<file path="config.mk">
export PLATFORM = sky130hd
export DESIGN_NAME = spi_slave_byte
export DESIGN_NICKNAME = d
export VERILOG_FILES = /design/src/rtl/spi_slave_pkg.sv /design/src/rtl/spi_pin_sync.sv /design/src/rtl/spi_slave_byte.sv
export SDC_FILE = /design/constraint.sdc
export NUM_CORES = 1
export LEC_CHECK = 0
export ABC_AREA = 1
export BUFFER_PORTS_ARGS = -buffer_cell sky130_fd_sc_hd__buf_4
export CORE_MARGIN = 5
export CORE_UTILIZATION = 40
export DETAILED_ROUTE_END_ITERATION = 16
export PLACE_DENSITY = 0.56
export SLEW_MARGIN = 30
export SYNTH_ARGS = -nofsm -noshare
export SYNTH_HDL_FRONTEND = slang
export SYNTH_SLANG_ARGS = --single-unit
</file>
<file path="constraint.sdc">
create_clock -name clk_i -period 1.8 [get_ports clk_i]
set_clock_uncertainty 0.15 [all_clocks]
set_input_delay 0.18 -clock clk_i [delete_from_list [all_inputs] [get_ports clk_i]]
set_output_delay 0.18 -clock clk_i [all_outputs]
set_load 0.02 [all_outputs]
</file>
<file path="src/rtl/spi_slave_pkg.sv">
// Shared types and helpers for the byte-oriented SPI slave.
package spi_slave_pkg;

    localparam int unsigned BYTE_W = 8;

    // Encoded as {cpol, cpha}.
    typedef enum logic [1:0] {
        MODE0 = 2'b00,
        MODE1 = 2'b01,
        MODE2 = 2'b10,
        MODE3 = 2'b11
    } spi_mode_t;

    typedef enum logic {
        IDLE   = 1'b0,
        ACTIVE = 1'b1
    } spi_slv_state_t;

    // Sample edge: leading edge for cpha=0, trailing edge for cpha=1.
    function automatic logic sample_edge(input spi_mode_t mode, input logic rise, input logic fall);
        logic hit;
        hit = 1'b0;
        case (mode)
            MODE0, MODE3: hit = rise;
            MODE1, MODE2: hit = fall;
            default:      hit = 1'b0;
        endcase
        return hit;
    endfunction

    function automatic logic shift_edge(input spi_mode_t mode, input logic rise, input logic fall);
        logic hit;
        hit = 1'b0;
        case (mode)
            MODE0, MODE3: hit = fall;
            MODE1, MODE2: hit = rise;
            default:      hit = 1'b0;
        endcase
        return hit;
    endfunction

endpackage

</file>
<file path="src/rtl/spi_pin_sync.sv">
// Multi-stage synchronizer for one asynchronous SPI pin, with edge strobes
// derived from the synchronized level and its previous value.
module spi_pin_sync #(
    parameter int unsigned STAGES  = 2,
    parameter logic        RST_VAL = 1'b0
) (
    input  logic clk,
    input  logic rst,
    input  logic d,
    output logic level,
    output logic rise_c,
    output logic fall_c
);

    logic [STAGES-1:0] chain;
    logic              prev;

    always_ff @(posedge clk or posedge rst) begin
        if (rst) begin
            chain <= {STAGES{RST_VAL}};
            prev  <= RST_VAL;
        end else begin
            chain <= {chain[STAGES-2:0], d};
            prev  <= chain[STAGES-1];
        end
    end

    assign level  = chain[STAGES-1];
    assign rise_c = chain[STAGES-1] & ~prev;
    assign fall_c = ~chain[STAGES-1] & prev;

endmodule

</file>
<file path="src/rtl/spi_slave_byte.sv">
// Oversampled SPI slave, all four CPOL/CPHA modes, MSB first, with a
// one-deep transmit buffer and per-byte receive strobe.
module spi_slave_byte
    import spi_slave_pkg::*;
#(
    parameter int unsigned       SYNC_STAGES = 2,
    parameter logic [BYTE_W-1:0] IDLE_TX     = 8'h00
) (
    input  logic              clk_i,
    input  logic              rst_i,
    input  logic              cpol_i,
    input  logic              cpha_i,
    input  logic              sck_i,
    input  logic              ss_n_i,
    input  logic              mosi_i,
    output logic              miso_o,
    output logic              miso_oe_o,
    input  logic [BYTE_W-1:0] tx_data_i,
    input  logic              tx_load_i,
    output logic              tx_ready_o,
    output logic              tx_underrun_o,
    output logic [BYTE_W-1:0] rx_data_o,
    output logic              rx_valid_o,
    output logic              frame_err_o,
    output logic              busy_o
);

    localparam int unsigned CNT_W = $clog2(BYTE_W);

    logic sck_lvl, sck_rise, sck_fall;
    logic ss_lvl, ss_rise, ss_fall;
    logic mosi_lvl, mosi_rise, mosi_fall;
    logic pins_unused;

    spi_pin_sync #(.STAGES(SYNC_STAGES), .RST_VAL(1'b0)) u_sync_sck (
        .clk(clk_i), .rst(rst_i), .d(sck_i),
        .level(sck_lvl), .rise_c(sck_rise), .fall_c(sck_fall)
    );

    // ss_n resets as asserted so a frame already running at reset release
    // shows no falling edge and is ignored until the master reselects.
    spi_pin_sync #(.STAGES(SYNC_STAGES), .RST_VAL(1'b0)) u_sync_ss (
        .clk(clk_i), .rst(rst_i), .d(ss_n_i),
        .level(ss_lvl), .rise_c(ss_rise), .fall_c(ss_fall)
    );

    spi_pin_sync #(.STAGES(SYNC_STAGES), .RST_VAL(1'b0)) u_sync_mosi (
        .clk(clk_i), .rst(rst_i), .d(mosi_i),
        .level(mosi_lvl), .rise_c(mosi_rise), .fall_c(mosi_fall)
    );

    assign pins_unused = sck_lvl ^ ss_rise ^ mosi_rise ^ mosi_fall;

    spi_mode_t mode_c;
    logic      sample_c;
    logic      shift_c;

    assign mode_c   = spi_mode_t'({cpol_i, cpha_i});
    assign sample_c = sample_edge(mode_c, sck_rise, sck_fall);
    assign shift_c  = shift_edge(mode_c, sck_rise, sck_fall);

    spi_slv_state_t    state, state_nxt;
    logic [CNT_W-1:0]  bitcnt, bitcnt_nxt;
    logic [BYTE_W-2:0] rx_sh, rx_sh_nxt;
    logic [BYTE_W-1:0] tx_sh, tx_sh_nxt;
    logic [BYTE_W-1:0] tx_buf, tx_buf_nxt;
    logic [BYTE_W-1:0] rx_data_nxt;
    logic [BYTE_W-1:0] rx_byte_c;
    logic [BYTE_W-1:0] load_word_c;
    logic              reload, reload_nxt;
    logic              first, first_nxt;
    logic              consume;
    logic              accept;
    logic              tx_ready_nxt;
    logic              underrun_nxt;
    logic              rx_valid_nxt;
    logic              frame_err_nxt;

    assign rx_byte_c   = {rx_sh, mosi_lvl};
    assign load_word_c = tx_ready_o ? IDLE_TX : tx_buf;

    // Next-state, shifters and transmit buffer.
    always_comb begin
        state_nxt     = state;
        bitcnt_nxt    = bitcnt;
        rx_sh_nxt     = rx_sh;
        tx_sh_nxt     = tx_sh;
        reload_nxt    = reload;
        first_nxt     = first;
        rx_data_nxt   = rx_data_o;
        rx_valid_nxt  = 1'b0;
        frame_err_nxt = 1'b0;
        consume       = 1'b0;

        case (state)
            IDLE: begin
                if (ss_fall) begin
                    state_nxt  = ACTIVE;
                    consume    = 1'b1;
                    bitcnt_nxt = '0;
                    reload_nxt = 1'b0;
                    first_nxt  = cpha_i;
                end
            end
            ACTIVE: begin
                if (ss_lvl) begin
                    state_nxt     = IDLE;
                    frame_err_nxt = (bitcnt != '0);
                    bitcnt_nxt    = '0;
                    reload_nxt    = 1'b0;
                    first_nxt     = 1'b0;
                end else if (sample_c) begin
                    rx_sh_nxt = rx_byte_c[BYTE_W-2:0];
                    if (bitcnt == CNT_W'(BYTE_W - 1)) begin
                        rx_data_nxt  = rx_byte_c;
                        rx_valid_nxt = 1'b1;
                        bitcnt_nxt   = '0;
                        reload_nxt   = 1'b1;
                    end else begin
                        bitcnt_nxt = bitcnt + CNT_W'(1);
                    end
                end else if (shift_c) begin
                    // With cpha=1 the first leading edge must keep the freshly loaded MSB.
                    if (first) begin
                        first_nxt = 1'b0;
                    end else if (reload) begin
                        consume    = 1'b1;
                        reload_nxt = 1'b0;
                    end else begin
                        tx_sh_nxt = {tx_sh[BYTE_W-2:0], 1'b0};
                    end
                end
            end
            default: state_nxt = IDLE;
        endcase

        if (consume) begin
            tx_sh_nxt = load_word_c;
        end

        // A write in the consume cycle lands in the buffer behind the outgoing byte.
        accept       = tx_load_i && (tx_ready_o || consume);
        tx_buf_nxt   = accept ? tx_data_i : tx_buf;
        underrun_nxt = consume && tx_ready_o;
        if (accept) begin
            tx_ready_nxt = 1'b0;
        end else if (consume) begin
            tx_ready_nxt = 1'b1;
        end else begin
            tx_ready_nxt = tx_ready_o;
        end
    end

    always_ff @(posedge clk_i or posedge rst_i) begin
        if (rst_i) begin
            state         <= IDLE;
            bitcnt        <= '0;
            rx_sh         <= '0;
            tx_sh         <= '0;
            tx_buf        <= '0;
            reload        <= 1'b0;
            first         <= 1'b0;
            tx_ready_o    <= 1'b1;
            tx_underrun_o <= 1'b0;
            rx_data_o     <= '0;
            rx_valid_o    <= 1'b0;
            frame_err_o   <= 1'b0;
            busy_o        <= 1'b0;
            miso_o        <= 1'b0;
            miso_oe_o     <= 1'b0;
        end else begin
            state         <= state_nxt;
            bitcnt        <= bitcnt_nxt;
            rx_sh         <= rx_sh_nxt;
            tx_sh         <= tx_sh_nxt;
            tx_buf        <= tx_buf_nxt;
            reload        <= reload_nxt;
            first         <= first_nxt;
            tx_ready_o    <= tx_ready_nxt;
            tx_underrun_o <= underrun_nxt;
            rx_data_o     <= rx_data_nxt;
            rx_valid_o    <= rx_valid_nxt;
            frame_err_o   <= frame_err_nxt;
            busy_o        <= (state_nxt == ACTIVE);
            miso_o        <= (state_nxt == ACTIVE) && tx_sh_nxt[BYTE_W-1];
            miso_oe_o     <= (state_nxt == ACTIVE);
        end
    end

endmodule
</file>
==> results of run 1 <==
==> per-stage QoR <==
stage / total power, mW / std cells / setup slack [ns] / util
4_1_cts: 2.636 / 350 / 0.1087 / 0.5059
6_report: 2.593 / 350 / 0.1242 / 0.5075
3_5_place_dp: 1.916 / 329 / 0.2181 / 0.4640
2_1_floorplan: 1.771 / 228 / 0.2391 / -
5_1_grt: 2.772 / 350 / 0.01609 / 0.5075
3_3_place_gp: 1.907 / 329 / 0.2130 / 0.4640
==> synth_stat cells, drive strengths merged <==
cell type	number	area share
nor2	6	0.021
nand2	65	0.14
nand3	39	0.099
nand4	1	0.0028
o21ai	21	0.070
dfstp	1	0.012
a21oi	3	0.0068
a211oi	1	0.0034
a31oi	1	0.0028
dfrtp	49	0.56
ha	3	0.017
nor3	1	0.0023
inv	33	0.057
buf	4	0.014
==> worst max path at each step <==
stage / start / endpoint / cells after the start
5_1_grt: cpha_i / tx_sh[2] / 8
2_1_floorplan: state / tx_buf[3] / 6
4_1_cts: cpha_i / miso_o / 9
3_3_place_gp: u_sync_sck.chain[1] / tx_buf[0] / 9
6_report: cpha_i / reload / 9
3_5_place_dp: u_sync_sck.chain[1] / miso_o / 7
==> worst max-delay path, delay by kind of cell <==
family / cells / cell delay, ns
buffers and inverters: 3 / 0.88
AO/OA/AOI/OAI: 3 / 0.38
AND/OR/NAND/NOR: 3 / 0.29
==> per-layer routing <==
metal  GRT usage  vias to the layer above  routed length, um
li1            -                      830                  -
met1      0.1643                      750               1864
met2      0.1822                       37               1746
met3     0.03140                        5                229
met4     0.03947                        0                 68
met5           0                        -                  0
==> logic make-up after synthesis <==
family,share of synthesized area
compound gates,0.08286
fa+ha+maj,0.01703
buf+inv,0.07151
flops,0.5681
simple gates,0.2605
==> state kept, by name (all words and copies together), names as in the netlist, 2 cells and up <==
register / cells
rx_sh: 7
rx_data_o: 8
bitcnt: 3
u_sync_ss.chain: 2
u_sync_mosi.chain: 2
u_sync_sck.chain: 2
tx_sh: 8
tx_buf: 8
==> placed cells by master (no fill, tap or decap) <==
master,synthesis,final
nor3_1,1,1
a21oi_1,3,3
dlygate4sd3_1,0,13
dfstp_2,1,1
buf_12,0,1
nand3_2,2,2
inv_8,0,1
nand3_1,36,36
inv_2,5,6
nand2_2,4,4
o21ai_4,2,2
inv_6,0,1
nand3_4,1,1
nand2_1,55,55
dfrtp_1,49,49
o21ai_1,11,11
o21ai_2,7,7
inv_4,1,1
nor2_8,1,1
inv_1,27,26
nand4_1,1,1
nand2_8,0,1
nor2_4,1,1
nor2_1,4,4
buf_4,2,32
clkbuf_8,0,5
nand2_4,6,5
clkinv_4,0,1
ha_1,3,3
a211oi_1,1,1
o21ai_0,1,1
a31oi_1,1,1
==> power by group <==
part | internal (mW) | total (mW) | switching [mW]
clock | 0.291 | 0.682 | 0.391
combinational | 0.199 | 0.490 | 0.290
sequential | 1.32 | 1.42 | 0.101
total | 1.81 | 2.59 | 0.783
==> area by class of cell <==
cell class / instances / share of cell area
Clock inverter: 3 / 0.01043
Inverter: 33 / 0.04578
Multi-Input combinational cell: 141 / 0.2910
Clock buffer: 5 / 0.02493
Timing Repair Buffer: 46 / 0.1414
Sequential cell: 50 / 0.4538
Tap cell: 72 / 0.03264
==> what timing repair did <==
item / 4_1_cts / 5_1_grt
gates resized for setup: 0 / 1
setup endpoints to repair: 0 / 1
hold endpoints to repair: 61 / 0
hold buffers: 13 / 0
==> results.cfg, run 1 <==
[logic_synthesis]
ys_warn_count = 0
syn_inst = 228
syn_area_per_cell_um2 = 9.669
syn-num-nets = 247
netlist_area_um2 = 2205
synth_cell_types = 27
ys_ff_latch = 50
seq_area_frac_synth = 0.5681

[global_routing]
track_usage = 0.1190
grt-ovfl-total = 0
grt_pass1_wl_um = 7024
grt_max_degree = 51
antenna_found_initial = 0
grt_pass1_vias = 1577

[worst_setup_path]
crit_path_top_delay_cell = dlygate4sd3_1
max_stage_delay_ns = 0.54
critPathLaunchType = input port
reg2reg_depth = 6
end_kind = register
r2r-start = u_sync_sck.chain[1]
cp.arrival_ns = 1.73
critical_path_class = in -> reg
worstPathCellList = dlygate4sd3_1 -> buf_4 -> nand2_1 -> nand2_4 -> o21ai_4 -> nor2_8 -> buf_4 -> a21oi_1 -> a21oi_1
r2r-end = tx_sh[1]
required_ns = 1.85
path_max_fanout = 17
r2r_slack_ns = 0.24

[finish]
areaGrowthSynthToFinish_pct = 25.20
multi_input_area_um2 = 803.3
n_antenna_cell = 0
seq_area_um2 = 1252
fin_area_um2 = 2760
fin_nets = 296
fill_cells = 494
drive_gt1_frac = 0.2626

[sta]
maxSlewHeadroom = 0.8138
whs_ns = 0.01986
period_needed_ns = 1.676
tightest_slew_ns = 0.2786
hold_violations = 0
rsz0062_at_grt = no
fin_crit_sh = 0.9310
finalMaxSlewViolations = 0
setup_tns_ns = 0
setup_viol = 0
timing.fmax_mhz = 596.7

[routing]
num_vias = 1622
drc = 0
dr.first_iter.drc_count = 104
viasPerCell = 4.634
final_antenna_net_count = 0
drtPass1Iterations = 4
wl_per_cell_um = 11.17
wl_um = 3909

[power_and_ir_drop]
power_density_nw_per_um2 = 939.3
leakage_nw = 1.427
max-vdd-ir-drop_uv = 533.9

[worst_hold_path]
whs_path_depth = 4
hp-class = in -> reg
holdPathEnd = tx_ready_o
min-delay-start = tx_load_i

[place]
placed_area_um2 = 2524
place.gp.congestion = 0.7710
hpwl_um = 2784
portBuffers = 30

[clocking]
clkLatencyLatePin_ns = 0.30
clockBufferDepth = 2
h-tree-depth = 2
cts_setup_buffers = 0
clock-root-buffer = clkbuf_8
cts.sink_count = 50
clkTransAtPathRegs_ns = 0.10
cts-buffers-inserted = 5
cts_tree = built

[floorplanning]
io_pins = 31
core_um2 = 5439
rows = 27
chipHeight_um = 84.24
dieArea_um2 = 7096
die_w_um = 84.24
start_util = 0.4053

[run_status]
status = completed

[job]
maxCapViolCount = 0
Power figures use the tool's default switching activity.
==> inputs of run 2 (changes only) <==
CORE_UTILIZATION = 30   (was 40)
PLACE_DENSITY = 0.44   (was 0.56)
==> run 2 against run 1 <==
Net effect: highest routed layer unchanged; critical path depth increased by 2; count of clock-buffer cells in the layout increased by 2; non-clock buffer count increased by 1; design area increased by 1.5%; sequential power about the same; power increased by 3.0%; die area increased by 29%.
==> results.cfg, run 2 (synthesis results as in run 1) <==
[clocking]
cts.sink_count = 50
post_cts_resized = 0
cts-buffers-inserted = 5
cts_hold_buf = 13
cts_tree = built
clkTransAtPathRegs_ns = 0.09
clock-root-buffer = clkbuf_8
cts_setup_buffers = 0
h-tree-depth = 2
clockBufferDepth = 2
clkLatencyLatePin_ns = 0.30

[global_routing]
grt_max_degree = 51
grt_pass1_vias = 1633
antenna_found_initial = 0
track_usage = 0.1037
grt-ovfl-total = 0
grt_pass1_wl_um = 7417

[sta]
setup_ws_ns = 0.1243
fin_crit_sh = 0.9310
tightest_slew_ns = 0.2794
hold_violations = 0
finalMaxSlewViolations = 0
setup_tns_ns = 0
rsz0062_at_grt = no
setup_viol = 0
maxSlewHeadroom = 0.8132
period_needed_ns = 1.676
timing.fmax_mhz = 596.8

[worst_setup_path]
end_kind = register
cp.arrival_ns = 1.77
critPathLaunchType = input port
required_ns = 1.89
critical_path_class = in -> reg
path_max_fanout = 10

[floorplanning]
start_util = 0.3056
dieArea_um2 = 9163
chipHeight_um = 95.73
io_pins = 31
core_um2 = 7214
die_w_um = 95.73
rows = 31

[finish]
areaGrowthSynthToFinish_pct = 27.07
drive_gt1_frac = 0.2581
n_antenna_cell = 0
final_cell_mix = 55 x nand2_1, 49 x dfrtp_1, 36 x nand3_1
layout_commonest_cell = nand2_1
reg_top3 = rx_data_o x8, tx_buf x8, tx_sh x8
fin_nets = 297

[place]
hpwl_um = 2901
dp_slack_ns = 0.2312
place.gp.congestion = 0.7756
portBuffers = 30

[routing]
viasPerCell = 4.164
drtPass1Iterations = 4
drc = 0
num_vias = 1574
wl_um = 4061
wl_per_cell_um = 10.74
dr.first_iter.drc_count = 94
final_antenna_net_count = 0

[power_and_ir_drop]
leakage_nw = 1.431
power_density_nw_per_um2 = 953.5
totalPowerFinal_mw = 2.671
max-vdd-ir-drop_uv = 327.5

[run_status]
status = completed

[job]
maxCapViolCount = 0

[worst_hold_path]
hp-class = in -> reg
[run 2: cell count changes in the layout (fill, tap and decap cells not counted), sizes merged]
cell,change
clkbuf,+2
inv,-2
buf,+1
clkinv,-1
bufinv,+1
[run 2: cell type report]
class	count	area, um^2
clock buffer	7	76.32
clock inverter	1	30.03
fill	782	4413
inverter	33	126.4
multi-input combinational	141	794.5
sequential	50	1252
tap	99	123.9
timing repair buffer	47	397.9
[run 2: path summary, 6_finish.rpt]
check / startpoint / end / slack, ns / cells past startpoint
setup / recovery: cpha_i / tx_buf[4] / 0.12 / 11
hold / removal: tx_load_i / tx_ready_o / 0.03 / 4
setup reg to reg: u_sync_sck.chain[1] / tx_buf[4] / 0.23 / 9
hold reg to reg: u_sync_ss.chain[0] / u_sync_ss.chain[1] / 0.20 / 0
max in group asynchronous: rst_i / tx_ready_o / 0.89 / 4
min in group asynchronous: rst_i / u_sync_ss.chain[0] / 0.31 / 4
[run 2: where the power goes]
part	switching, mW	total, mW	internal [mW]
clock	0.349	0.765	0.416
sequential	0.101	1.42	1.32
combinational	0.285	0.485	0.200
[run 2: per-layer routing]
layer	GRT usage	share of wire
met4	0.04621	0.021
met3	0.02815	0.037
met5	0	0
met1	0.1431	0.52
met2	0.1517	0.42
[run 2: worst max-delay path, stage by stage]
cell and delay, ns:
dlygate4sd3_1 0.54, buf_4 0.15, nand2_1 0.15, nand3_2 0.12
nand2_4 0.10, nand3_4 0.08, nand2_4 0.14, inv_4 0.05
nand2_4 0.10, nand3_1 0.08, nand2_1 0.07
[run 2: metrics by stage]
step             util  hold slack, ns  instances  area (um^2)
2_1_floorplan       -         0.06143        228         2205
3_3_place_gp   0.3555          0.1098        357         2565
3_5_place_dp   0.3555          0.1099        357         2565
4_1_cts        0.3883        0.003541        378         2801
5_1_grt        0.3883         0.04401        378         2801
6_report       0.3883         0.02853        378         2801
